===== src/rtl/display_arb_pkg.sv =====
// display_arb_pkg
// Shared definitions for the display arbiter slice.
//   arb_state_t      : arbiter FSM encoding (IDLE, OWN, GAP)
//   DEFAULT_W        : default display number width, matches seven_segment
//   dwell_cnt_width  : bits needed to hold a dwell count of 0 .. dwell-1
// GAP is only entered when DISPLAY_ARB_BLANK_EN is defined.
package display_arb_pkg;

    typedef enum logic [1:0] {
        IDLE = 2'd0,
        OWN  = 2'd1,
        GAP  = 2'd2
    } arb_state_t;

    localparam int DEFAULT_W = 16;

    // The counter saturates at dwell-1, so a one-bit counter covers DWELL of 1 or 2.
    function automatic int dwell_cnt_width(input int dwell);
        return (dwell <= 2) ? 1 : $clog2(dwell);
    endfunction

endpackage


===== src/rtl/rr_pick.sv =====
// rr_pick
// Combinational round-robin picker: returns the first candidate found when
// scanning ptr, ptr+1, ... N_REQ-1, 0, ... ptr-1.
// Ports:
//   req   in   N_REQ   request vector
//   ptr   in   PTR_W   index where the scan starts (must be < N_REQ)
//   mask  in   N_REQ   requesters excluded from this pick
//   pick  out  N_REQ   one-hot winner, 0 when no candidate
//   valid out  1       1 when pick != 0
module rr_pick #(
    parameter int N_REQ = 4,
    parameter int PTR_W = 2
) (
    input  logic [N_REQ-1:0] req,
    input  logic [PTR_W-1:0] ptr,
    input  logic [N_REQ-1:0] mask,
    output logic [N_REQ-1:0] pick,
    output logic             valid
);

    logic [N_REQ-1:0] cand;

    assign cand = req & ~mask;

    // Two ascending passes implement the wrap: first the indices at or above
    // ptr, then the ones below it. The first hit wins.
    always_comb begin
        pick  = '0;
        valid = 1'b0;
        for (int i = 0; i < N_REQ; i++) begin
            if (!valid && cand[i] && (i >= int'(ptr))) begin
                pick[i] = 1'b1;
                valid   = 1'b1;
            end
        end
        for (int i = 0; i < N_REQ; i++) begin
            if (!valid && cand[i] && (i < int'(ptr))) begin
                pick[i] = 1'b1;
                valid   = 1'b1;
            end
        end
    end

endmodule


===== src/rtl/display_arbiter.sv =====
// display_arbiter
// Round-robin sharing of the 4-digit seven_segment display between N_REQ
// value producers, with a minimum dwell time counted in en strobes.
// Ports:
//   clk        in   1         system clock
//   reset      in   1         synchronous, active-high reset
//   en         in   1         strobe; state only changes on edges with en=1
//   req        in   N_REQ     level-sensitive request per source
//   num_flat   in   N_REQ*W   source i value in [i*W +: W]
//   dots_flat  in   N_REQ*4   source i dots in [i*4 +: 4]
//   grant      out  N_REQ     one-hot current owner, 0 when none
//   active     out  1         1 when grant != 0
//   num        out  W         owner's value, 0 when no owner
//   dots       out  4         owner's dots, 0 when no owner
// Optional feature: DISPLAY_ARB_BLANK_EN inserts a one-strobe blank (GAP)
// on every owner switch.
module display_arbiter
    import display_arb_pkg::*;
#(
    parameter int N_REQ = 4,
    parameter int DWELL = 8,
    parameter int W     = DEFAULT_W
) (
    input  logic               clk,
    input  logic               reset,
    input  logic               en,
    input  logic [N_REQ-1:0]   req,
    input  logic [N_REQ*W-1:0] num_flat,
    input  logic [N_REQ*4-1:0] dots_flat,
    output logic [N_REQ-1:0]   grant,
    output logic               active,
    output logic [W-1:0]       num,
    output logic [3:0]         dots
);

    localparam int PTR_W = $clog2(N_REQ);
    localparam int CNT_W = dwell_cnt_width(DWELL);
    localparam logic [CNT_W-1:0] DWELL_MAX = CNT_W'(DWELL - 1);
    localparam logic [PTR_W-1:0] LAST_IDX  = PTR_W'(N_REQ - 1);

    arb_state_t       state;
    logic [PTR_W-1:0] ptr;
    logic [CNT_W-1:0] dwell_cnt;

    logic [PTR_W-1:0] owner_idx;
    logic [PTR_W-1:0] ptr_after_owner;
    logic             owner_req;
    logic [N_REQ-1:0] idle_pick;
    logic             idle_valid;
    logic [N_REQ-1:0] sw_pick;
    logic             sw_valid;
    logic             do_switch;

    // Index of the current owner, recovered from the one-hot grant register.
    always_comb begin
        owner_idx = '0;
        for (int i = 0; i < N_REQ; i++) begin
            if (grant[i]) begin
                owner_idx = PTR_W'(i);
            end
        end
    end

    assign owner_req       = |(req & grant);
    assign ptr_after_owner = (owner_idx == LAST_IDX) ? '0 : owner_idx + 1'b1;

    // Fresh pick from the stored pointer (used from IDLE and GAP).
    rr_pick #(
        .N_REQ (N_REQ),
        .PTR_W (PTR_W)
    ) u_pick_idle (
        .req   (req),
        .ptr   (ptr),
        .mask  ('0),
        .pick  (idle_pick),
        .valid (idle_valid)
    );

    // Switch pick: scan from just after the owner and never re-pick the owner.
    // This is the same pointer the switch writes back into ptr.
    rr_pick #(
        .N_REQ (N_REQ),
        .PTR_W (PTR_W)
    ) u_pick_switch (
        .req   (req),
        .ptr   (ptr_after_owner),
        .mask  (grant),
        .pick  (sw_pick),
        .valid (sw_valid)
    );

    // A switch happens on release with another requester waiting, or once the
    // dwell has run out while someone else is waiting. Release is checked
    // first, but both paths lead to the same switch so they share one term.
    assign do_switch = (state == OWN) && sw_valid && (!owner_req || (dwell_cnt == DWELL_MAX));

    // Arbiter FSM: owner register, round-robin pointer and dwell counter.
    always_ff @(posedge clk) begin
        if (reset) begin
            state     <= IDLE;
            grant     <= '0;
            ptr       <= '0;
            dwell_cnt <= '0;
        end else if (en) begin
            case (state)
                IDLE: begin
                    if (idle_valid) begin
                        grant     <= idle_pick;
                        dwell_cnt <= '0;
                        state     <= OWN;
                    end
                end
                OWN: begin
                    if (do_switch) begin
                        ptr       <= ptr_after_owner;
                        dwell_cnt <= '0;
`ifdef DISPLAY_ARB_BLANK_EN
                        grant     <= '0;
                        state     <= GAP;
`else
                        grant     <= sw_pick;
`endif
                    end else if (!owner_req) begin
                        grant     <= '0;
                        dwell_cnt <= '0;
                        state     <= IDLE;
                    end else if (dwell_cnt != DWELL_MAX) begin
                        dwell_cnt <= dwell_cnt + 1'b1;
                    end
                end
`ifdef DISPLAY_ARB_BLANK_EN
                GAP: begin
                    dwell_cnt <= '0;
                    if (idle_valid) begin
                        grant <= idle_pick;
                        state <= OWN;
                    end else begin
                        grant <= '0;
                        state <= IDLE;
                    end
                end
`endif
                default: begin
                    grant     <= '0;
                    dwell_cnt <= '0;
                    state     <= IDLE;
                end
            endcase
        end
    end

    // Output mux follows the registered grant; no owner means a blank display.
    always_comb begin
        num  = '0;
        dots = '0;
        for (int i = 0; i < N_REQ; i++) begin
            if (grant[i]) begin
                num  = num_flat[i*W +: W];
                dots = dots_flat[i*4 +: 4];
            end
        end
    end

    assign active = |grant;

endmodule


===== config.mk =====
export PLATFORM = sky130hd
export DESIGN_NAME = display_arbiter
export DESIGN_NICKNAME = d
export VERILOG_FILES = /design/src/rtl/display_arb_pkg.sv /design/src/rtl/rr_pick.sv /design/src/rtl/display_arbiter.sv
export SDC_FILE = /design/constraint.sdc
export NUM_CORES = 1
export LEC_CHECK = 0
export CAP_MARGIN = 20
export CORE_MARGIN = 2
export CORE_UTILIZATION = 25
export CTS_CLUSTER_SIZE = 14
export DETAILED_ROUTE_END_ITERATION = 10
export PLACE_DENSITY_LB_ADDON = 0.3
export REMOVE_ABC_BUFFERS = 1
export SLEW_MARGIN = 20
export SYNTH_ARGS = -nofsm -noshare
export SYNTH_HDL_FRONTEND = slang
export SYNTH_SLANG_ARGS = --single-unit

===== constraint.sdc =====
create_clock -name clk -period 2.8 [get_ports clk]
set_input_delay 0.56 -clock clk [delete_from_list [all_inputs] [get_ports clk]]
set_output_delay 0.56 -clock clk [all_outputs]
set_load 0.005 [all_outputs]

# After elaboration in Yosys (flattened, before gate mapping)
# Index checks and enable logic that the tools add are counted.
[word_totals]
output_inout_bits = 25
reg_bits = 11
elab_cells = 128
in_bits = 87
[op_classes]
n_bitwise = 3
n_reduce_logical = 47
magnitude_cmp = 12
add_sub_neg = 2
n_eq_ne = 9
muxes = 51
[op_table]
columns = ["op", "count"]
rows = [
  ["$mux 16", 4],
  ["$mux 4", 7],
  ["$mux 1", 27],
  ["$logic_and 1x1->1", 26],
  ["$logic_not 1->1", 13],
  ["$mux 2", 6],
  ["$mux 3", 4],
  ["$reduce_and 3->1", 3],
  ["$and 4x4->4", 2],
  ["$ge 1x2->1 const A", 4],
  ["$lt 1x2->1 const A", 4],
  ["$pmux 4 s2", 1],
  ["$reduce_or 4->1", 2],
  ["$ne 2x2->1 const B", 3],
  ["$ne 3x3->1 const B", 2],
  ["$pmux 3 s2", 1],
  ["$ge 2x2->1 const A", 2],
  ["$lt 2x2->1 const A", 2],
  ["$ne 4x3->1 const B", 1],
  ["$not 4->4", 1],
  ["$pmux 2 s2", 1],
  ["$reduce_and 4->1", 1],
  ["$add 3x1->3 const B", 1],
  ["$eq 3x3->1 const B", 1],
  ["other kinds (5)", 5],
]

# Longest topological paths before layout
[depth]
ltp_word = 35
depth_mapped = 10
depth_no_buf = 9

# Modules after synthesis
# A second synthesis with hierarchy kept.
[hier_totals]
hier_cells = 201
area_unflattened_um2 = 1450.1
[modules_own_cells]
columns = ["module", "area_per_inst_um2", "seq_area_each_um2", "cells_each", "n_inst"]
rows = [
  ["display_arbiter", 1097.3, 200.2, 157, 1],
  ["rr_pick", 176.4, 0.0, 22, 2],
]

# Least setup slack after synthesis
# No wires, ideal clock.
[synth_path]
kind = "reg2reg"
start = "register grant[1]"
end = "register grant[2]"
setup_time_ns = 0.139
synth_period_minus_slack_ns = 1.994
path_buffers = 2
path_stages_with_launch = 11
arrival_time_ns = 1.855
required_ns = 2.661
slack_ns = 0.806
cell_sequence = "dfxtp_1 > buf_2 > buf_1 > a21oi_1 > inv_1 > ha_1 > nor3b_1 > a21oi_1 > nor3b_1 > a32oi_1 > a211oi_1"
[synth_via]
elab_chain_len = 35
word_cells_on_any_way = 51
classes_between = "add/sub: 1; order compare: 6; eq/ne: 2; mux: 15; bitwise: 3; reduce/logical: 24"
[synth_lines]
columns = ["element", "line_no", "text"]
rows = [
  ["start: declaration", "display_arbiter.sv:30", "output logic [N_REQ-1:0] grant,"],
  ["start signal: assignment", "display_arbiter.sv:108", "grant <= idle_pick;"],
  ["start signal: assignment", "display_arbiter.sv:121", "grant <= sw_pick;"],
  ["$mux 1 *", "display_arbiter.sv:58", "if (grant[i]) begin"],
  ["$mux 2 * (2 in series)", "display_arbiter.sv:58", ""],
  ["$add 2x1->2 or $eq 2x2->1 (tied branches)", "display_arbiter.sv:65", "assign ptr_after_owner = (owner_idx == LAST_IDX) ? '0 : owner_idx + 1'b1;"],
  ["$mux 2 *", "display_arbiter.sv:65", ""],
  ["named net ptr_after_owner[1]", "display_arbiter.sv:46", "logic [PTR_W-1:0] ptr_after_owner;"],
  ["$ge 1x2->1", "rr_pick.sv:31", "if (!valid && cand[i] && (i >= int'(ptr))) begin"],
  ["$logic_and 1x1->1", "rr_pick.sv:31", ""],
  ["$mux 1", "rr_pick.sv:31", ""],
  ["(+16 left out)", "n/a", ""],
  ["$logic_and 1x1->1 (2 in series)", "rr_pick.sv:37", "if (!valid && cand[i] && (i < int'(ptr))) begin"],
  ["$mux 1", "rr_pick.sv:37", ""],
  ["$logic_not 1->1", "rr_pick.sv:37", ""],
  ["$logic_and 1x1->1 (2 in series)", "rr_pick.sv:37", ""],
  ["$mux 1", "rr_pick.sv:37", ""],
  ["$logic_and 1x1->1 (2 in series)", "display_arbiter.sv:95", "assign do_switch = (state == OWN) && sw_valid && (!owner_req || (dwell_cnt == DWELL_MAX));"],
  ["$ne 3x3->1 (no line) or $mux 4 (tied branches)", "n/a", ""],
  ["$reduce_and 3->1 (no line) or $pmux 4 s2 (tied branches)", "n/a", ""],
]
# Mark *: on every way through the listed nets, which the timed path passes. The rest lies on a longest branch.
# A chain may end at the register's enable or synchronous reset.

# Worst setup path in the final report
[layout_path]
start = "register grant[0]"
end = "output num[14]"
[layout_via]
elab_chain_len = 4
[layout_lines]
columns = ["element", "line_no", "text"]
rows = [
  ["$mux 16 (4 in series)", "display_arbiter.sv:157", "if (grant[i]) begin"],
  ["end: declaration", "display_arbiter.sv:32", "output logic [W-1:0] num,"],
]
# Every way passes these cells.

==> flow_summary.json <==
{
  "synth_top_area_cell": "o21ai_0",
  "ys_ff_latch": 10,
  "drive_gt1_frac": 0.0828,
  "cts_tree": "done",
  "grt_max_degree": 21,
  "multi_input_area_um2": 982,
  "fillCellCount": 481,
  "rsz0062_at_grt": "no",
  "finalSetupTns_ns": 0,
  "final_max_slew_viol_count": 0,
  "post-route-drc-count": 0,
  "fp.coreArea_um2": 4820,
  "crit_path_end_kind": "output pin",
  "maxCapViolCount": 0,
  "placed_cells": 353,
  "combPwrFrac": 0.579,
  "hold_slack_ns": 0.501,
  "crit_type": "reg2out",
  "area_growth_pct": 99.1,
  "synth-adder-area-share": 0.0295,
  "syn_area_per_cell_um2": 6.96,
  "die_w_um": 75.4,
  "dp_slack_ns": 0.299,
  "row_count": 25,
  "grt_usage": 0.173,
  "startpoint_type": "flip-flop",
  "grt_pass1_wl_um": 7760,
  "post-synth-top-area-fraction": 0.169,
  "yosysSeqAreaShare": 0.157,
  "via_per_inst": 5.10,
  "status": "finished, final reports clean",
  "worstPathMaxFanout": 20,
  "p_leak_nw": 0.919,
  "p_sw_frac": 0.305,
  "cts-htree-levels": 1,
  "clock-sinks": 10,
  "start_util": 0.264,
  "regArea_um2": 201,
  "worst_slack_ns": 0.255,
  "boundaryPins": 112,
  "instances_no_fill": 357,
  "ys_top_cells_by_count": "o21ai_0 (43), nand2_1 (21), a221o_1 (20)",
  "pwr-share-seq": 0.201,
  "cts_setup_buffers": 0,
  "clk_pin_slew_ns": 0.05,
  "hold_viol": 0,
  "finalCritPeriodShare": 0.909,
  "grt_overflow_total": 0,
  "clock.fmax_ghz": 0.393,
  "port_buffers": 111,
  "ant_nets": 0,
  "grt_pass1_vias": 1516,
  "synthesis.area_um2": 1270,
  "critPathRequiredTime_ns": 2.24,
  "syn_inst": 183,
  "routed_wl_um": 5560,
  "synth_warnings": 0,
  "clock-root-buffer": "clkbuf_8",
  "yosys-top-cells-area": "o21ai_0 (17%), a221o_1 (16%), dfxtp_1 (16%), nand2_1 (6.2%), nor2_1 (3.8%)",
  "p_per_area_nw_per_um2": 330,
  "critPathArrivalTime_ns": 1.99,
  "synth-async-reset-ratio": 0,
  "place_congestion": 0.977,
  "synth-simple-area-share": 0.222,
  "yosysUniqueCellTypes": 41,
  "cts_made_buffers": 3,
  "synth_edf_count": 0,
  "slew_headroom": 0.556,
  "synth_top_family_by_area": "compound AO/OA/AOI/OAI gates",
  "drtPass1Iterations": 4,
  "first_iter_violations": 74,
  "antenna_found_initial": 0,
  "min_period_ns": 2.55,
  "die_area_um2": 5680,
  "net-switching-power_mw": 0.256,
  "worst_pin_slew_ns": 0.665,
  "nNetsFinal": 381,
  "ir_drop_uv": 249,
  "clkLatencyLatePin_ns": 0.24,
  "synth.most_common_cell": "o21ai_0",
  "internal_power_mw": 0.582,
  "routedWlPerCell_um": 15.6,
  "synthXorXnorAreaFrac": 0.00688,
  "hp-class": "reg2reg",
  "finClkSkew_ns": 0.00287,
  "die_h_um": 75.4,
  "clockBufferDepth": 2,
  "finalSetupViolCount": 0,
  "synth_mux_area_frac": 0.0314,
  "dp.final_hpwl_um": 4380,
  "synth_flop_cell": "dfxtp_1",
  "antenna_cells": 0,
  "vias": 1822,
  "clock_power_share": 0.219,
  "synth_compound_area_frac": 0.481
}
power by group through the flow:
stage | sequential (mW) | combinational, mW | clock [mW]
floorplan | 0.184 | 0.171 | 0
global placement | 0.172 | 0.484 | 0
detailed placement | 0.171 | 0.485 | 0
CTS | 0.168 | 0.487 | 0.192
global route | 0.171 | 0.531 | 0.199
finish | 0.169 | 0.485 | 0.184
final cells by class:
type | count | area share
Multi-Input combinational cell | 150 | 0.387
Sequential cell | 10 | 0.0794
Inverter | 6 | 0.00888
Tap cell | 67 | 0.0331
Clock buffer | 4 | 0.0217
Timing Repair Buffer | 120 | 0.470
sequential cells by signal (all words and copies together) (netlist names):
signal / cells
grant: 4
dwell_cnt: 3
ptr: 2
state: 1
kinds of logic (layout without fill, tap and decap cells):
group,Yosys count,count (layout)
simple gates,55,55
xor+xnor,1,1
fa+ha+maj,3,3
buf+inv,23,130
compound gates,87,87
flops,10,10
mux,4,4
layout by cell type (no fill, tap or decap), types with 2 or more instances in the layout:
master and n:
nand3b_1 2, a221o_1 20, nor3_1 2, and2b_1 2, nor2_1 13, a311oi_1 2, inv_1 6, mux2i_1 4
dfxtp_1 9, buf_4 8, o41ai_2 2, clkdlybuf4s50_1 111, a21oi_1 7, nor3b_1 2, a211oi_1 2, a22oi_1 2
o32a_1 2, ha_1 3, o21ai_0 43, nand2_1 21, nor2b_2 2, clkbuf_8 4
worst paths after layout:
path | startpoint | to | slack (ns) | cells past startpoint
hold / removal | dwell_cnt[2] | dwell_cnt[2] | 0.50 | 2
hold reg to reg | dwell_cnt[2] | dwell_cnt[2] | 0.50 | 2
setup / recovery | grant[0] | num[14] | 0.25 | 7
setup reg to reg | grant[3] | grant[2] | 0.58 | 7
per-layer routing:
metal / part of all wire / routed length [µm] / track usage
met5: 0 / 0 / 0
met3: 0.094 / 521 / 0.0450
met2: 0.48 / 2640 / 0.284
met1: 0.43 / 2400 / 0.236
met4: 0 / 0 / 0.0175
critical path, cell delays in order (launching register included):
cell and delay, ns:
dfxtp_2 0.38, inv_1 0.08, nor2_1 0.19, buf_12 0.19, a221o_1 0.14, o21ai_0 0.06, o21ai_0 0.17, clkdlybuf4s50_1 0.53
through the flow:
stage | util | total power [mW] | cell area, µm²
global placement | 0.515 | 0.655 | 2480
floorplan | - | 0.355 | 1200
detailed placement | 0.515 | 0.656 | 2480
finish | 0.526 | 0.838 | 2540
CTS | 0.526 | 0.847 | 2530
global route | 0.526 | 0.900 | 2540
repair_timing:
| action | CTS | global route |
|---|---|---|
| hold buffers | 0 | 0 |
| setup endpoints to repair | 0 | 1 |
| resized for setup | 0 | 1 |
Power figures use the tool's default switching activity.
